File: config.mk
export PLATFORM = sky130hd
export DESIGN_NAME = pipeline_controller
export DESIGN_NICKNAME = d
export VERILOG_FILES = /design/src/rtl/pipeline_controller.sv
export SDC_FILE = /design/constraint.sdc
export NUM_CORES = 1
export LEC_CHECK = 0
export CORE_MARGIN = 4
export CORE_UTILIZATION = 30
export DETAILED_ROUTE_END_ITERATION = 7
export GPL_ROUTABILITY_DRIVEN = 1
export GPL_TIMING_DRIVEN = 0
export PLACE_DENSITY = 0.69
export SYNTH_ARGS = -nofsm -noshare
export SYNTH_HDL_FRONTEND = slang
export SYNTH_SLANG_ARGS = --single-unit
File: constraint.sdc
create_clock -name clk -period 3.8 [get_ports clk]
set_input_delay 0.38 -clock clk [delete_from_list [all_inputs] [get_ports clk]]
set_output_delay 0.38 -clock clk [all_outputs]
set_load 0.02 [all_outputs]
File: src/rtl/pipeline_controller.sv
// Control and hazard unit for the 5-stage ARM pipeline: decode, E/M/W control
// registers, NZCV flags, condition check, forwarding, stall and flush.
// Optional PIPE_CTRL_PERF_EN adds StallCount/FlushCount performance counters.
module pipeline_controller (
  input  logic        clk,
  input  logic        reset,
  input  logic [31:0] InstrD,
  input  logic [3:0]  ALUFlagsE,
  input  logic        Match_1E_M,
  input  logic        Match_1E_W,
  input  logic        Match_2E_M,
  input  logic        Match_2E_W,
  input  logic        Match_12D_E,
  output logic [1:0]  RegSrcD,
  output logic [1:0]  ImmSrcD,
  output logic        ALUSrcE,
  output logic [1:0]  ALUControlE,
  output logic        BranchTakenE,
  output logic        MemWriteM,
  output logic        MemtoRegW,
  output logic        PCSrcW,
  output logic        RegWriteW,
  output logic [1:0]  ForwardAE,
  output logic [1:0]  ForwardBE,
  output logic        StallF,
  output logic        StallD,
  output logic        FlushD
`ifdef PIPE_CTRL_PERF_EN
  ,
  output logic [31:0] StallCount,
  output logic [31:0] FlushCount
`endif
);

  typedef struct packed {
    logic       reg_write;
    logic       mem_write;
    logic       mem_to_reg;
    logic       branch;
    logic       pc_src;
    logic       alu_src;
    logic [1:0] alu_control;
    logic [1:0] flag_w;
    logic [3:0] cond;
  } ctrl_e_t;

  typedef struct packed {
    logic reg_write;
    logic mem_write;
    logic mem_to_reg;
    logic pc_src;
  } ctrl_m_t;

  typedef struct packed {
    logic reg_write;
    logic mem_to_reg;
    logic pc_src;
  } ctrl_w_t;

  logic [1:0] op;
  logic [5:0] funct;
  logic [3:0] rd;
  logic       unused_instr;

  ctrl_e_t dec_d;
  ctrl_e_t ctrl_e_d, ctrl_e_q;
  ctrl_m_t ctrl_m_d, ctrl_m_q;
  ctrl_w_t ctrl_w_d, ctrl_w_q;
  logic [3:0] flags_d, flags_q;

  logic cond_ex, flag_n, flag_z, flag_c, flag_v;
  logic ldr_stall, pc_wr_pend, branch_taken, flush_e;

  assign op    = InstrD[27:26];
  assign funct = InstrD[25:20];
  assign rd    = InstrD[15:12];
  assign unused_instr = ^{InstrD[19:16], InstrD[11:0]};

  // Decode
  always_comb begin
    dec_d      = '0;
    RegSrcD    = 2'b00;
    ImmSrcD    = 2'b00;
    dec_d.cond = InstrD[31:28];
    case (op)
      2'b00: begin
        dec_d.reg_write = 1'b1;
        dec_d.alu_src   = funct[5];
        case (funct[4:1])
          4'b0100: dec_d.alu_control = 2'b00;
          4'b0010: dec_d.alu_control = 2'b01;
          4'b0000: dec_d.alu_control = 2'b10;
          4'b1100: dec_d.alu_control = 2'b11;
          default: dec_d.alu_control = 2'b00;
        endcase
        dec_d.flag_w[1] = funct[0];
        dec_d.flag_w[0] = funct[0] & ((funct[4:1] == 4'b0100) | (funct[4:1] == 4'b0010));
      end
      2'b01: begin
        dec_d.alu_src     = 1'b1;
        ImmSrcD           = 2'b01;
        dec_d.alu_control = funct[3] ? 2'b00 : 2'b01;
        if (funct[0]) begin
          dec_d.reg_write  = 1'b1;
          dec_d.mem_to_reg = 1'b1;
        end else begin
          dec_d.mem_write = 1'b1;
          RegSrcD         = 2'b10;
        end
      end
      2'b10: begin
        dec_d.branch  = 1'b1;
        dec_d.alu_src = 1'b1;
        ImmSrcD       = 2'b10;
        RegSrcD       = 2'b01;
      end
      default: ;
    endcase
    dec_d.pc_src = ((rd == 4'd15) & dec_d.reg_write) | dec_d.branch;
  end

  // Condition check against the flags committed by earlier instructions only
  assign {flag_n, flag_z, flag_c, flag_v} = flags_q;

  always_comb begin
    cond_ex = 1'b0;
    case (ctrl_e_q.cond)
      4'b0000: cond_ex = flag_z;
      4'b0001: cond_ex = ~flag_z;
      4'b0010: cond_ex = flag_c;
      4'b0011: cond_ex = ~flag_c;
      4'b0100: cond_ex = flag_n;
      4'b0101: cond_ex = ~flag_n;
      4'b0110: cond_ex = flag_v;
      4'b0111: cond_ex = ~flag_v;
      4'b1000: cond_ex = flag_c & ~flag_z;
      4'b1001: cond_ex = ~(flag_c & ~flag_z);
      4'b1010: cond_ex = (flag_n == flag_v);
      4'b1011: cond_ex = (flag_n != flag_v);
      4'b1100: cond_ex = ~flag_z & (flag_n == flag_v);
      4'b1101: cond_ex = ~(~flag_z & (flag_n == flag_v));
      4'b1110: cond_ex = 1'b1;
      default: cond_ex = 1'b0;
    endcase
  end

  always_comb begin
    branch_taken = ctrl_e_q.branch & cond_ex;
    ldr_stall    = Match_12D_E & ctrl_e_q.mem_to_reg & ctrl_e_q.reg_write;
    pc_wr_pend   = dec_d.pc_src | ctrl_e_q.pc_src | ctrl_m_q.pc_src;
    flush_e      = ldr_stall | branch_taken;

    flags_d = flags_q;
    if (ctrl_e_q.flag_w[1] & cond_ex) flags_d[3:2] = ALUFlagsE[3:2];
    if (ctrl_e_q.flag_w[0] & cond_ex) flags_d[1:0] = ALUFlagsE[1:0];

    ctrl_e_d = flush_e ? '0 : dec_d;

    ctrl_m_d.reg_write  = ctrl_e_q.reg_write & cond_ex;
    ctrl_m_d.mem_write  = ctrl_e_q.mem_write & cond_ex;
    ctrl_m_d.mem_to_reg = ctrl_e_q.mem_to_reg;
    ctrl_m_d.pc_src     = ctrl_e_q.pc_src & cond_ex;

    ctrl_w_d.reg_write  = ctrl_m_q.reg_write;
    ctrl_w_d.mem_to_reg = ctrl_m_q.mem_to_reg;
    ctrl_w_d.pc_src     = ctrl_m_q.pc_src;
  end

  always_ff @(posedge clk) begin
    if (reset) begin
      ctrl_e_q <= '0;
      ctrl_m_q <= '0;
      ctrl_w_q <= '0;
      flags_q  <= '0;
    end else begin
      ctrl_e_q <= ctrl_e_d;
      ctrl_m_q <= ctrl_m_d;
      ctrl_w_q <= ctrl_w_d;
      flags_q  <= flags_d;
    end
  end

  // M-stage result is newer than W, so it takes priority
  always_comb begin
    ForwardAE = 2'b00;
    ForwardBE = 2'b00;
    if (Match_1E_M & ctrl_m_q.reg_write)      ForwardAE = 2'b10;
    else if (Match_1E_W & ctrl_w_q.reg_write) ForwardAE = 2'b01;
    if (Match_2E_M & ctrl_m_q.reg_write)      ForwardBE = 2'b10;
    else if (Match_2E_W & ctrl_w_q.reg_write) ForwardBE = 2'b01;
  end

  assign ALUSrcE      = ctrl_e_q.alu_src;
  assign ALUControlE  = ctrl_e_q.alu_control;
  assign BranchTakenE = branch_taken;
  assign MemWriteM    = ctrl_m_q.mem_write;
  assign MemtoRegW    = ctrl_w_q.mem_to_reg;
  assign PCSrcW       = ctrl_w_q.pc_src;
  assign RegWriteW    = ctrl_w_q.reg_write;
  assign StallD       = ldr_stall;
  assign StallF       = ldr_stall | pc_wr_pend;
  assign FlushD       = pc_wr_pend | ctrl_w_q.pc_src | branch_taken;

`ifdef PIPE_CTRL_PERF_EN
  logic [31:0] stall_cnt_d, stall_cnt_q, flush_cnt_d, flush_cnt_q;

  always_comb begin
    stall_cnt_d = stall_cnt_q + {31'd0, ldr_stall};
    flush_cnt_d = flush_cnt_q + {31'd0, flush_e};
  end

  always_ff @(posedge clk) begin
    if (reset) begin
      stall_cnt_q <= '0;
      flush_cnt_q <= '0;
    end else begin
      stall_cnt_q <= stall_cnt_d;
      flush_cnt_q <= flush_cnt_d;
    end
  end

  assign StallCount = stall_cnt_q;
  assign FlushCount = flush_cnt_q;
`endif

endmodule

# Yosys cells after proc, flatten, opt, wreduce, memory -nomap -nowiden
# Cells that the tools add are included.
# classes
n_eq_ne	22
n_div	0
shifts	0
n_mul	0
order_cmp	0
n_mux	16
add_sub_neg	0
n_bitwise	32
reduce_logical	7
# ops
operator	count
4-bit equality test, second input constant	9
4-bit by 3-bit equality test with 1-bit output, second input constant	5
1-bit bitwise AND	16
1-bit one-hot mux with 15 select lines	1
4-bit by 2-bit equality test with 1-bit output, second input constant	3
2-bit one-hot mux with 2 select lines	3
4-bit logical NOT	2
1-bit NOT	8
1-bit OR	8
1-bit two-way mux	6
2-bit two-way mux	3
2-bit one-hot mux with 3 select lines	1
3-bit OR reduction	2
4-bit by 1-bit equality test with 1-bit output, second input constant	1
1-bit one-hot mux with 2 select lines	2
2-bit OR reduction	2
2-bit by 1-bit equality test with 1-bit output, second input constant	1
2-bit equality test, second input constant	1
2-bit logical NOT	1
1-bit equality test	1
1-bit inequality test	1
# word_totals
mem_bits_ro	0
latchBits	0
n_memories	0
register_bits	25
mem_bits_rw	0
inputBits	43

# Longest topological paths before layout
# depth
word_depth	8
mapped_depth	7
ltp_nobuf	6

# Least setup slack after synthesis
# No wires, ideal clock.
# synth_timing
path_kind	register -> output
startpoint	register ctrl_e_q[1] in the netlist's numbering
endpoint	output port FlushD
path_slack_ps	1716
stages_incl_launch_ff	7
t_arrival_ps	1704
cell_sequence	dfxtp_1 buf_6 mux2_4 a32oi_1 and3_4 a31oi_4 or3b_1
# synth_via
elab_chain_len	4
# synth_lines
element	line_no	text
start: declaration	66	ctrl_e_t ctrl_e_d, ctrl_e_q;
start signal: assignment	176	ctrl_e_q <= ctrl_e_d;
4-bit equality test, or another cell as far along	127	case (ctrl_e_q.cond)
1-bit one-hot mux with 15 select lines (*)	127	
1-bit bitwise AND (*)	148	branch_taken = ctrl_e_q.branch & cond_ex;
1-bit OR (*)	202	assign FlushD = pc_wr_pend | ctrl_w_q.pc_src | branch_taken;
end: declaration	27	output logic FlushD
# Every way passes the cells marked *; elsewhere a longest branch is shown, timed or not.

# Final worst setup path
# layout_timing
startpoint	input port InstrD[26]
endpoint	output port FlushD
# layout_via
elab_chain_len	8
# layout_lines
element	line_no	text
start: declaration	7	input logic [31:0] InstrD,
2-bit by 1-bit equality test with 1-bit output / 2-bit logical NOT (equally long branches)	85	case (op)
1-bit one-hot mux with 2 select lines	85	
1-bit bitwise AND	119	dec_d.pc_src = ((rd == 4'd15) & dec_d.reg_write) | dec_d.branch;
1-bit OR (*)	119	
1-bit OR (*) (2 in a row)	150	pc_wr_pend = dec_d.pc_src | ctrl_e_q.pc_src | ctrl_m_q.pc_src;
1-bit OR (*) (2 in a row)	202	
# Marked as above.

==> impl_metrics.json <==
{
  "hold_path_class": "reg2reg",
  "max-vdd-ir-drop_uv": 162.8,
  "overflow": 0,
  "required_ps": 3420,
  "drt_iter0_drc": 30,
  "cts_max_path_buffers": 2,
  "synth_edf_count": 0,
  "cp-start-kind": "primary input",
  "finalSetupTns_ps": 0,
  "fp.dieW_um": 74.71,
  "clock_sinks": 25,
  "gp_congestion": 0.8262,
  "synth.area.mux_share": 0.05623,
  "synthAdderAreaFrac": 0.04686,
  "rows": 23,
  "clk_latency_ps": 260,
  "r2r-end": "ctrl_e_q[12]",
  "cts_buffers": 3,
  "drive_gt1_frac": 0.1522,
  "wire_per_inst_um": 11.44,
  "antenna_found_initial": 0,
  "synth_compound_area_frac": 0.08997,
  "synth_cell_types": 41,
  "layout_commonest_cell": "clkdlybuf4s50_1",
  "yosysSeqAreaShare": 0.3749,
  "min_to": "MemtoRegW",
  "avgSynthCellArea_um2": 9.889,
  "power.switching_uw": 132.0,
  "port_buffers": 45,
  "drv_cap": 0,
  "path_common_cell": "clkdlybuf4s50_1",
  "worstPathArrival_ps": 2680,
  "start_util": 0.3222,
  "cts_tree": "done",
  "holdCritStartpoint": "ctrl_m_q[1]",
  "track_usage": 0.1013,
  "finalClockSkew_ps": 0.9522,
  "dpl.hpwl_mm": 2.130,
  "ys_seq_elements": 25,
  "synth_top_family_by_area": "simple AND/OR/NAND/NOR gates",
  "yosysWarnings": 0,
  "grt_pass1_wl_mm": 4.436,
  "final_area_um2": 1897,
  "clock_tree.root_cell": "clkbuf_8",
  "powerDensity_nw_per_um2": 283.6,
  "diodes": 0,
  "placed_cells": 230,
  "crit_path_end_kind": "primary output",
  "instances_no_fill": 234,
  "status": "complete, no violations",
  "pwr-share-clk": 0.289,
  "synthFlopType": "dfxtp_1",
  "clk_pin_slew_ps": 90,
  "fin_crit_ps": 3062,
  "worstMarginPinSlew_ps": 622.4,
  "max_slew_margin": 0.5850,
  "drt-total-wl_mm": 2.676,
  "r2r-start": "ctrl_e_q[1]",
  "drc_errors": 0,
  "reg2regPathDepth": 7,
  "p_seq_frac": 0.507,
  "die-area_um2": 5582,
  "leakagePower_uw": 0.0006933,
  "timing.fmax_mhz": 326.6,
  "async_flop_share": 0,
  "place_area_um2": 1848,
  "synth_xor_area_frac": 0.03280,
  "synthSimpleGateAreaFrac": 0.3252,
  "firstDrtPassIters": 4,
  "critical_path.max_fanout": 4,
  "cts_hold_buf": 0,
  "slowest_stage": "clkdlybuf4s50_1",
  "final_cell_mix": "clkdlybuf4s50_1 (45), dfxtp_1 (25), nand2b_1 (11)",
  "die_y_um": 74.71,
  "worstHoldPathCells": 1,
  "p_int_uw": 405.9,
  "p_total_uw": 537.9,
  "whs_ps": 438.8,
  "combPwrFrac": 0.204,
  "num_vias": 1044,
  "critPathKind": "in2out",
  "syn_inst": 135,
  "r2r_slack_ps": 2010,
  "area_growth_pct": 42.08,
  "grt_max_degree": 16,
  "syn_area_um2": 1335,
  "report.final.setup_viol": 0,
  "hold_violations": 0,
  "rsz0062_at_grt": "no",
  "cts_setup_buffers": 0,
  "max_stage_delay_ps": 540,
  "swShare": 0.2454,
  "cts_resized": 0,
  "grt_pass1_vias": 1023,
  "final_max_slew_viol_count": 0,
  "timing.final.crit_share": 0.8058,
  "crit_chain": "clkdlybuf4s50_1 > inv_1 > ha_1 > a21oi_1 > o21bai_1 > nor3_1 > or3b_1 > clkdlybuf4s50_1",
  "final_nets": 233,
  "final_antenna_net_count": 0,
  "syn_nets": 183,
  "viasPerCell": 4.462,
  "core-area_um2": 4144,
  "htreeDepth": 1,
  "io_pins": 62
}
-- worst max-delay path by stage --
stage	startpoint	end	slack, ps	depth (start not counted)
floorplan	ctrl_e_q[1]	FlushD	1720	6
global placement	InstrD[26]	FlushD	730	8
detailed placement	InstrD[26]	FlushD	720	8
CTS	InstrD[26]	FlushD	720	8
global route	InstrD[26]	FlushD	560	8
finish	InstrD[26]	FlushD	740	8
-- layout make-up --
type,count,area (µm²)
Fill cell,400,2247
Multi-Input combinational cell,93,735.7
Sequential cell,25,500.5
Timing Repair Buffer,45,450.4
Buffer,10,72.57
Tap cell,50,62.56
Clock buffer,3,41.29
Inverter,7,26.28
Clock inverter,1,7.507
-- synthesized netlist by cell type, drive strengths merged, types with 3 or more instances --
cell type | count | area share
inv | 7 | 0.020
nor2 | 3 | 0.0084
nor3b | 11 | 0.077
nor3 | 6 | 0.041
a31oi | 4 | 0.030
xnor2 | 4 | 0.026
nand2b | 11 | 0.052
buf | 8 | 0.049
nor2b | 7 | 0.033
dfxtp | 25 | 0.37
nand3b | 3 | 0.017
ha | 5 | 0.047
mux2i | 6 | 0.045
nand2 | 6 | 0.017
a21oi | 3 | 0.011
-- per-layer routing --
| metal | global-route usage | vias up | wire, µm |
|---|---|---|---|
| met5 | 0 | - | 0 |
| met4 | 0.04150 | 0 | 34 |
| met3 | 0.02937 | 2 | 256 |
| met2 | 0.1668 | 32 | 1176 |
| met1 | 0.1240 | 452 | 1210 |
| li1 | - | 558 | - |
-- power by group through the flow --
stage	sequential (µW)	clock [µW]	combinational, µW
2_1_floorplan	280	0	57.7
3_3_place_gp	279	0	110
3_5_place_dp	279	0	110
4_1_cts	273	162	111
5_1_grt	274	172	120
6_report	273	155	110
-- sequential cells by signal, indices dropped and copies added (netlist names) --
signal / count
ALUControlE: 2
ALUSrcE: 1
MemWriteM: 1
MemtoRegW: 1
PCSrcW: 1
RegWriteW: 1
ctrl_e_q: 11
ctrl_m_q: 3
flags_q: 4
-- metrics by stage --
stage                     setup WS [ps]  utilization
after floorplan                    1716            -
after global placement            733.1       0.4460
after detailed placement          716.7       0.4460
after CTS                         717.0       0.4577
after global routing              563.1       0.4577
final                             738.0       0.4577
-- cells by family (layout without fill, tap and decap cells) --
kind of cell,Yosys count,count (layout)
xor+xnor,5,5
mux,7,7
compound gates,15,15
flops,25,25
simple gates,61,61
fa+ha+maj,5,5
buf+inv,17,66
-- worst max-delay path, delay by kind of cell --
kind            cells  cell delay (ps)
compound gates      2              350
fa+ha+maj           1              240
buf+inv             3             1160
simple gates        2              540
(Power assumes the default switching activity.)
